**src/rtl/mi_pkg.sv**
```systemverilog
// Shared definitions for the microprogram sequencer: microword field positions,
// COND encodings and the sequencer FSM state type.
package mi_pkg;

  localparam int CSA_W  = 11;
  localparam int WORD_W = 41;

  localparam int A_MSB     = 40;
  localparam int A_LSB     = 35;
  localparam int AMUX_BIT  = 34;
  localparam int B_MSB     = 33;
  localparam int B_LSB     = 28;
  localparam int BMUX_BIT  = 27;
  localparam int C_MSB     = 26;
  localparam int C_LSB     = 21;
  localparam int CMUX_BIT  = 20;
  localparam int RD_BIT    = 19;
  localparam int WR_BIT    = 18;
  localparam int ALU_MSB   = 17;
  localparam int ALU_LSB   = 14;
  localparam int COND_MSB  = 13;
  localparam int COND_LSB  = 11;
  localparam int JADDR_MSB = 10;
  localparam int JADDR_LSB = 0;

  localparam logic [2:0] COND_NEXT   = 3'd0;
  localparam logic [2:0] COND_N      = 3'd1;
  localparam logic [2:0] COND_Z      = 3'd2;
  localparam logic [2:0] COND_V      = 3'd3;
  localparam logic [2:0] COND_C      = 3'd4;
  localparam logic [2:0] COND_IR13   = 3'd5;
  localparam logic [2:0] COND_JUMP   = 3'd6;
  localparam logic [2:0] COND_DECODE = 3'd7;

  localparam logic DECODE_PREFIX = 1'b1;

  typedef enum logic [1:0] {
    ST_LOAD  = 2'd0,
    ST_EXEC  = 2'd1,
    ST_MWAIT = 2'd2
  } mi_state_t;

endpackage

```
**src/rtl/mi_sequencer_if.sv**
```systemverilog
// ROM / datapath / memory-side signals of the sequencer; master = sequencer.
interface mi_sequencer_if #(
  parameter int ADDR_W = 11,
  parameter int WORD_W = 41
);
  logic [ADDR_W-1:0] CSA_OUT;
  logic [WORD_W-1:0] MIR_IN;
  logic [WORD_W-1:0] MIR_OUT;
  logic [31:0]       IR_IN;
  logic              FLAG_N;
  logic              FLAG_Z;
  logic              FLAG_V;
  logic              FLAG_C;
  logic              MEM_REQ;
  logic              MEM_READY;
  logic              STEP_STROBE;
  logic              MEM_ERR;

  modport master (
    output CSA_OUT, MIR_OUT, MEM_REQ, STEP_STROBE, MEM_ERR,
    input  MIR_IN, IR_IN, FLAG_N, FLAG_Z, FLAG_V, FLAG_C, MEM_READY
  );

  modport slave (
    input  CSA_OUT, MIR_OUT, MEM_REQ, STEP_STROBE, MEM_ERR,
    output MIR_IN, IR_IN, FLAG_N, FLAG_Z, FLAG_V, FLAG_C, MEM_READY
  );
endinterface

```
**src/rtl/mi_next_addr.sv**
```systemverilog
// Combinational next control-store address from COND/JADDR, PSR flags and IR.
module mi_next_addr
  import mi_pkg::*;
(
  input  logic [CSA_W-1:0] csar,
  input  logic [2:0]       cond,
  input  logic [CSA_W-1:0] jaddr,
  input  logic             flag_n,
  input  logic             flag_z,
  input  logic             flag_v,
  input  logic             flag_c,
  input  logic [31:0]      ir,
  output logic [CSA_W-1:0] next_addr
);

  logic [CSA_W-1:0] seq_addr;
  logic [CSA_W-1:0] decode_addr;
  logic             unused_ir;

  assign seq_addr    = CSA_W'(csar + 1'b1);
  assign decode_addr = {DECODE_PREFIX, ir[31:30], ir[24:19], 2'b00};
  assign unused_ir   = ^{ir[29:25], ir[18:14], ir[12:0]};

  always_comb begin
    next_addr = seq_addr;
    case (cond)
      COND_NEXT:   next_addr = seq_addr;
      COND_N:      next_addr = flag_n ? jaddr : seq_addr;
      COND_Z:      next_addr = flag_z ? jaddr : seq_addr;
      COND_V:      next_addr = flag_v ? jaddr : seq_addr;
      COND_C:      next_addr = flag_c ? jaddr : seq_addr;
      COND_IR13:   next_addr = ir[13] ? jaddr : seq_addr;
      COND_JUMP:   next_addr = jaddr;
      COND_DECODE: next_addr = decode_addr;
      default:     next_addr = seq_addr;
    endcase
  end

endmodule

```
**src/rtl/mi_sequencer.sv**
```systemverilog
// Microprogram sequencer: LOAD -> EXEC (-> MWAIT) -> commit, one STEP_STROBE per microword.
// MI_SEQ_MEMTIMEOUT_EN adds a memory-wait timeout that sets sticky MEM_ERR and restarts at RESET_ADDR.
module mi_sequencer
  import mi_pkg::*;
#(
  parameter int                     DATA_BUS_ADDR  = 11,
  parameter int                     DATA_BUS_WORD  = 41,
  parameter logic [DATA_BUS_ADDR-1:0] RESET_ADDR   = '0,
  parameter int                     TIMEOUT_CYCLES = 255
)(
  input  logic             CLOCK_50,
  input  logic             RESET_InLow,
  mi_sequencer_if.master   bus
);

  logic [DATA_BUS_ADDR-1:0] csar;
  logic [DATA_BUS_WORD-1:0] mir;
  mi_state_t                state;
  logic                     mem_req;
  logic                     mem_op;
  logic                     commit;
  logic [DATA_BUS_ADDR-1:0] next_addr;

  assign mem_op = mir[RD_BIT] | mir[WR_BIT];

  // Commit is combinational so the strobe lands on the MEM_READY cycle itself.
  assign commit = ((state == ST_EXEC)  && (!mem_op || bus.MEM_READY)) ||
                  ((state == ST_MWAIT) && bus.MEM_READY);

  mi_next_addr u_next_addr (
    .csar      (csar),
    .cond      (mir[COND_MSB:COND_LSB]),
    .jaddr     (mir[JADDR_MSB:JADDR_LSB]),
    .flag_n    (bus.FLAG_N),
    .flag_z    (bus.FLAG_Z),
    .flag_v    (bus.FLAG_V),
    .flag_c    (bus.FLAG_C),
    .ir        (bus.IR_IN),
    .next_addr (next_addr)
  );

`ifdef MI_SEQ_MEMTIMEOUT_EN
  localparam logic [7:0] WAIT_LAST = 8'(TIMEOUT_CYCLES - 1);
  logic [7:0] wait_cnt;
  logic       mem_err;
`endif

  always_ff @(posedge CLOCK_50 or negedge RESET_InLow) begin
    if (!RESET_InLow) begin
      csar    <= RESET_ADDR;
      mir     <= '0;
      state   <= ST_LOAD;
      mem_req <= 1'b0;
`ifdef MI_SEQ_MEMTIMEOUT_EN
      wait_cnt <= '0;
      mem_err  <= 1'b0;
`endif
    end else begin
      case (state)
        ST_LOAD: begin
          mir     <= bus.MIR_IN;
          mem_req <= bus.MIR_IN[RD_BIT] | bus.MIR_IN[WR_BIT];
          state   <= ST_EXEC;
        end
        ST_EXEC: begin
          if (commit) begin
            csar    <= next_addr;
            mem_req <= 1'b0;
            state   <= ST_LOAD;
          end else begin
            state <= ST_MWAIT;
`ifdef MI_SEQ_MEMTIMEOUT_EN
            wait_cnt <= '0;
`endif
          end
        end
        ST_MWAIT: begin
          if (commit) begin
            csar    <= next_addr;
            mem_req <= 1'b0;
            state   <= ST_LOAD;
          end
`ifdef MI_SEQ_MEMTIMEOUT_EN
          else if (wait_cnt == WAIT_LAST) begin
            mem_err <= 1'b1;
            mem_req <= 1'b0;
            csar    <= RESET_ADDR;
            state   <= ST_LOAD;
          end else begin
            wait_cnt <= wait_cnt + 8'd1;
          end
`endif
        end
        default: begin
          mem_req <= 1'b0;
          state   <= ST_LOAD;
        end
      endcase
    end
  end

  assign bus.CSA_OUT     = csar;
  assign bus.MIR_OUT     = mir;
  assign bus.MEM_REQ     = mem_req;
  assign bus.STEP_STROBE = commit;
`ifdef MI_SEQ_MEMTIMEOUT_EN
  assign bus.MEM_ERR     = mem_err;
`else
  assign bus.MEM_ERR     = 1'b0;
`endif

endmodule

```
**src/flat_wrapper.sv**
```systemverilog
// flat-port wrapper written by rule: the top's interface ports become plain ports
module mi_sequencer_flat import mi_pkg::*;
#(
  parameter int                     DATA_BUS_ADDR  = 11,
  parameter int                     DATA_BUS_WORD  = 41,
  parameter logic [DATA_BUS_ADDR-1:0] RESET_ADDR   = '0,
  parameter int                     TIMEOUT_CYCLES = 255
)
  (CLOCK_50, RESET_InLow, bus_CSA_OUT, bus_MIR_OUT, bus_MEM_REQ, bus_STEP_STROBE, bus_MEM_ERR, bus_MIR_IN, bus_IR_IN, bus_FLAG_N, bus_FLAG_Z, bus_FLAG_V, bus_FLAG_C, bus_MEM_READY);
  mi_sequencer_if #(.ADDR_W(11), .WORD_W(41)) bus_i ();
  input  logic CLOCK_50;
  input  logic RESET_InLow;
  output wire logic [$bits(bus_i.CSA_OUT)-1:0] bus_CSA_OUT;
  output wire logic [$bits(bus_i.MIR_OUT)-1:0] bus_MIR_OUT;
  output wire logic [$bits(bus_i.MEM_REQ)-1:0] bus_MEM_REQ;
  output wire logic [$bits(bus_i.STEP_STROBE)-1:0] bus_STEP_STROBE;
  output wire logic [$bits(bus_i.MEM_ERR)-1:0] bus_MEM_ERR;
  input wire logic [$bits(bus_i.MIR_IN)-1:0] bus_MIR_IN;
  input wire logic [$bits(bus_i.IR_IN)-1:0] bus_IR_IN;
  input wire logic [$bits(bus_i.FLAG_N)-1:0] bus_FLAG_N;
  input wire logic [$bits(bus_i.FLAG_Z)-1:0] bus_FLAG_Z;
  input wire logic [$bits(bus_i.FLAG_V)-1:0] bus_FLAG_V;
  input wire logic [$bits(bus_i.FLAG_C)-1:0] bus_FLAG_C;
  input wire logic [$bits(bus_i.MEM_READY)-1:0] bus_MEM_READY;
  assign bus_CSA_OUT = bus_i.CSA_OUT;
  assign bus_MIR_OUT = bus_i.MIR_OUT;
  assign bus_MEM_REQ = bus_i.MEM_REQ;
  assign bus_STEP_STROBE = bus_i.STEP_STROBE;
  assign bus_MEM_ERR = bus_i.MEM_ERR;
  assign bus_i.MIR_IN = bus_MIR_IN;
  assign bus_i.IR_IN = bus_IR_IN;
  assign bus_i.FLAG_N = bus_FLAG_N;
  assign bus_i.FLAG_Z = bus_FLAG_Z;
  assign bus_i.FLAG_V = bus_FLAG_V;
  assign bus_i.FLAG_C = bus_FLAG_C;
  assign bus_i.MEM_READY = bus_MEM_READY;
  mi_sequencer #(.DATA_BUS_ADDR(DATA_BUS_ADDR), .DATA_BUS_WORD(DATA_BUS_WORD), .RESET_ADDR(RESET_ADDR), .TIMEOUT_CYCLES(TIMEOUT_CYCLES)) u_core (.CLOCK_50(CLOCK_50), .RESET_InLow(RESET_InLow), .bus(bus_i));
endmodule
```
**config.mk**
```make
export PLATFORM = sky130hd
export DESIGN_NAME = mi_sequencer_flat
export DESIGN_NICKNAME = d
export VERILOG_FILES = /design/src/rtl/mi_pkg.sv /design/src/rtl/mi_sequencer_if.sv /design/src/rtl/mi_next_addr.sv /design/src/rtl/mi_sequencer.sv /design/src/flat_wrapper.sv
export SDC_FILE = /design/constraint.sdc
export NUM_CORES = 1
export LEC_CHECK = 0
export ABC_AREA = 1
export BUFFER_PORTS_ARGS = -buffer_cell sky130_fd_sc_hd__buf_4
export CAP_MARGIN = 25
export CORE_ASPECT_RATIO = 0.5
export CORE_MARGIN = 2
export CORE_UTILIZATION = 42
export CTS_CLUSTER_DIAMETER = 30
export CTS_CLUSTER_SIZE = 24
export DETAILED_ROUTE_END_ITERATION = 10
export PLACE_DENSITY = 0.76
export SYNTH_ARGS = -nofsm -noshare
export SYNTH_HDL_FRONTEND = slang
export SYNTH_SLANG_ARGS = --single-unit
export TNS_END_PERCENT = 5
```
**constraint.sdc**
```tcl
create_clock -name CLOCK_50 -period 1.6 [get_ports CLOCK_50]
set_input_delay 0.16 -clock CLOCK_50 [delete_from_list [all_inputs] [get_ports CLOCK_50]]
set_output_delay 0.16 -clock CLOCK_50 [all_outputs]
set_load 0.05 [all_outputs]
```
==> metrics <==
CTS tree=done; CTS buffer count=5; Tmin final=1.56 ns; Place WS=-0.00995 ns; Setup Crit Path Kind=reg2reg; Max Buffers Root-to-Sink=2; Setup WS post-layout=0.0438 ns; Power per Cell Area=2620 nW/um^2; P_leak=2.00 nW; first-pass GRT wire length=11.9 mm; vias after detailed routing=2551; # rows=21; FMAX=0.643 GHz; VDD IR max=1.28 mV; post-synthesis instance area=2840 sq um; share of layout cells above drive strength 1=44.7%; Starting Density=42.9%; drt via density=4.89; non-filler cells in the finished layout=522; ys flop type=dfrtp_1; FF/Latch Area=1380 sq um; P_int=5.10 mW; RR Endpoint=u_core.bus.CSA_OUT[2]; Seq pwr share=25.1%; final hold violations=0; synth warn=0; count of input and output buffers=110; nature of the critical path endpoint=flop; CP max FO=6; reg2reg setup slack=0.04 ns; Hold WC Path Type=in2reg; sequential area share after synthesis=48.5%; DR WL met2=3.41 mm; Syn Area/Cell=9.27 sq um; Die ar.=7470 sq um; Hold WS=0.0763 ns; GRT Util Overall=19.9%; Clock Latency Late Sink=0.29 ns; status=finished, final reports clean; FFs w/ async S/R, synth=100%; Final setup viols=0; fin crit share=97.3%; Mapped Nets=390; largest cells by area after synthesis=dfrtp_1 49%, mux2_2 13%, nand2_1 8.1%; DRC=0; clock network fraction of design power=10.5%; grt total ovfl=0; cell taking the most area after synthesis=dfrtp_1; Gate power share=64.5%; Die X=120 um; Detailed Route Iter0 Violations=138; Die Span Y=62.1 um; Layout area overhead=42.6%; Crit. Startpoint=u_core.state[1]; switch share=51.9%; Synth cell types=33; H-tree depth=2; met1 WL=3.08 mm; max-slew violation count=0; Crit path largest cell delay=0.40 ns; switching power=5.49 mW; R2R depth=10; Post-synth EDFFs=0; number of global-route vias before repair=2576; post-DP HPWL=5.24 mm; WP data arrival=1.73 ns; antenna cells=0; synthesized flop and latch total=55; Worst setup SP type=flop; crit path max-delay cell type=dfrtp_1; largest net degree at the start of global routing=51; drt pass-1 iters=4; critical path, cell by cell=inv_2 > ha_2 > inv_1 > nand2_1 > nand2_1 > inv_2 > nand2_4 > clkinvlp_4 > or2_4 > a21boi_1; Post-synth top cells=61 x nand2_1, 55 x dfrtp_1, 33 x mux2_2; RSZ-0062 raised after global routing=yes; maxcap violations=0; GP Congestion=0.823; DR WL/cell=13.2 um; Worst Path Required=1.77 ns; CP Capture Point=u_core.bus.CSA_OUT[2]; number of I/O pins=135; CTS clock-pin slew for the worst setup and hold paths=0.07 ns; dpl cells=513; Tot Pwr=10.6 mW; met3 wire length=309 um; nets=514; R2R Path Start=u_core.state[1]; Root Driver=clkbuf_16; Routed Antenna Nets=0; multi-input gate area in the final layout=1310 sq um; initial antenna violation count=0; top cell type's share of synthesized area=48.5%; filler instances=588; top-count cell post-synth=nand2_1; Cells after Synth=306; Top Metal Used=met4; clock sinks=55; routed wire length=6.91 mm; Core Box Area=6620 sq um; Fin Clk Skew=0.00501 ns
## critical path: cells and delay by family, from the launching register on
kind / cells / cell delay [ns]
fa+ha+maj: 1 / 0.18
flops: 1 / 0.40
buf+inv: 4 / 0.31
simple gates: 4 / 0.42
compound gates: 1 / 0.12
## per-stage QoR
step	utilization (%)	TNS, ns	cell area [sq um]
after floorplan	-	-1.45	2840
after global placement	58.1	0	3840
after detailed placement	58.1	-0.00995	3840
after CTS	60.4	-0.0807	4000
after global routing	61.1	-0.326	4050
final	61.1	0	4050
## worst min path at each step
stage / startpoint / cells past startpoint / end / slack, ns
after floorplan: RESET_InLow / 0 / u_core.bus.CSA_OUT[0] / -0.14
after global placement: RESET_InLow / 1 / u_core.bus.MIR_OUT[33] / 0.1
after detailed placement: RESET_InLow / 1 / u_core.bus.MIR_OUT[33] / 0.1
after CTS: bus_MIR_IN[11] / 3 / u_core.bus.MIR_OUT[11] / 0.07
after global routing: bus_MIR_IN[8] / 2 / u_core.bus.MIR_OUT[8] / 0.08
final: bus_MIR_IN[11] / 3 / u_core.bus.MIR_OUT[11] / 0.08
## sequential cells by signal, summed over array words and instances, names as in the netlist
signal and cells:
u_core.bus.MEM_REQ 1, u_core.bus.CSA_OUT 11, u_core.bus.MIR_OUT 41, u_core.state 2
## cell families after synthesis
family                     after synthesis  synth area share (%)
muxes                                   33                  13.1
and+or+nand+nor                        117                  18.7
xor gates and xnor gates                 4                  1.23
adders and majority gates                4                  1.76
AOI/OAI and AO/OA                       49                  10.1
DFF                                     55                  48.5
other                                    1                 0.132
buffers and inverters                   43                  6.48
## timing repair
action                                  4_1_cts  5_1_grt
hold buffers                                  1        0
gates resized for setup                       0       16
endpoints found under the setup margin        3       12
endpoints found under the hold margin        25        0
setup buffers                                 0        1
## cell usage in the layout (no fill, tap or decap), types with 2 or more instances in the layout
master     instances
buf_4            123
nand2_1           61
dfrtp_1           51
mux2_2            33
inv_1             27
o21ai_0           19
nor2_1            19
nand3_1           15
a21oi_1           10
nand4_1            7
inv_2              6
clkbuf_16          5
nor2_2             4
a21boi_1           4
a22oi_1            4
dfrtp_2            4
xor2_1             3
nor3_1             3
nand2_4            2
o21ai_2            2
a31oi_1            2
or2_4              2
a211oi_1           2
o22ai_1            2
ha_2               2
## layout make-up
type                            instances  area share (%)
Sequential cell                        55            34.1
Tap cell                               92            2.84
Timing Repair Buffer                  126            23.8
Clock inverter                          2           0.433
Inverter                               34            3.25
Multi-Input combinational cell        208            32.4
Clock buffer                            5            3.09
## layer usage
metal / vias to the layer above / track usage, %
li1: 1260 / -
met1: 1218 / 25.6
met2: 60 / 33.7
met3: 13 / 4.50
met4: 0 / 5.67
met5: - / 0
## power groups by stage
stage	logic, mW	clock network [mW]	registers (mW)
6_report	6.82	1.11	2.65
4_1_cts	6.76	1.12	2.64
5_1_grt	7.31	1.19	2.77
2_1_floorplan	2.44	0	4.93
3_3_place_gp	6.69	0	2.62
3_5_place_dp	6.75	0	2.66
Note: power is estimated with default switching activity, not from simulation.
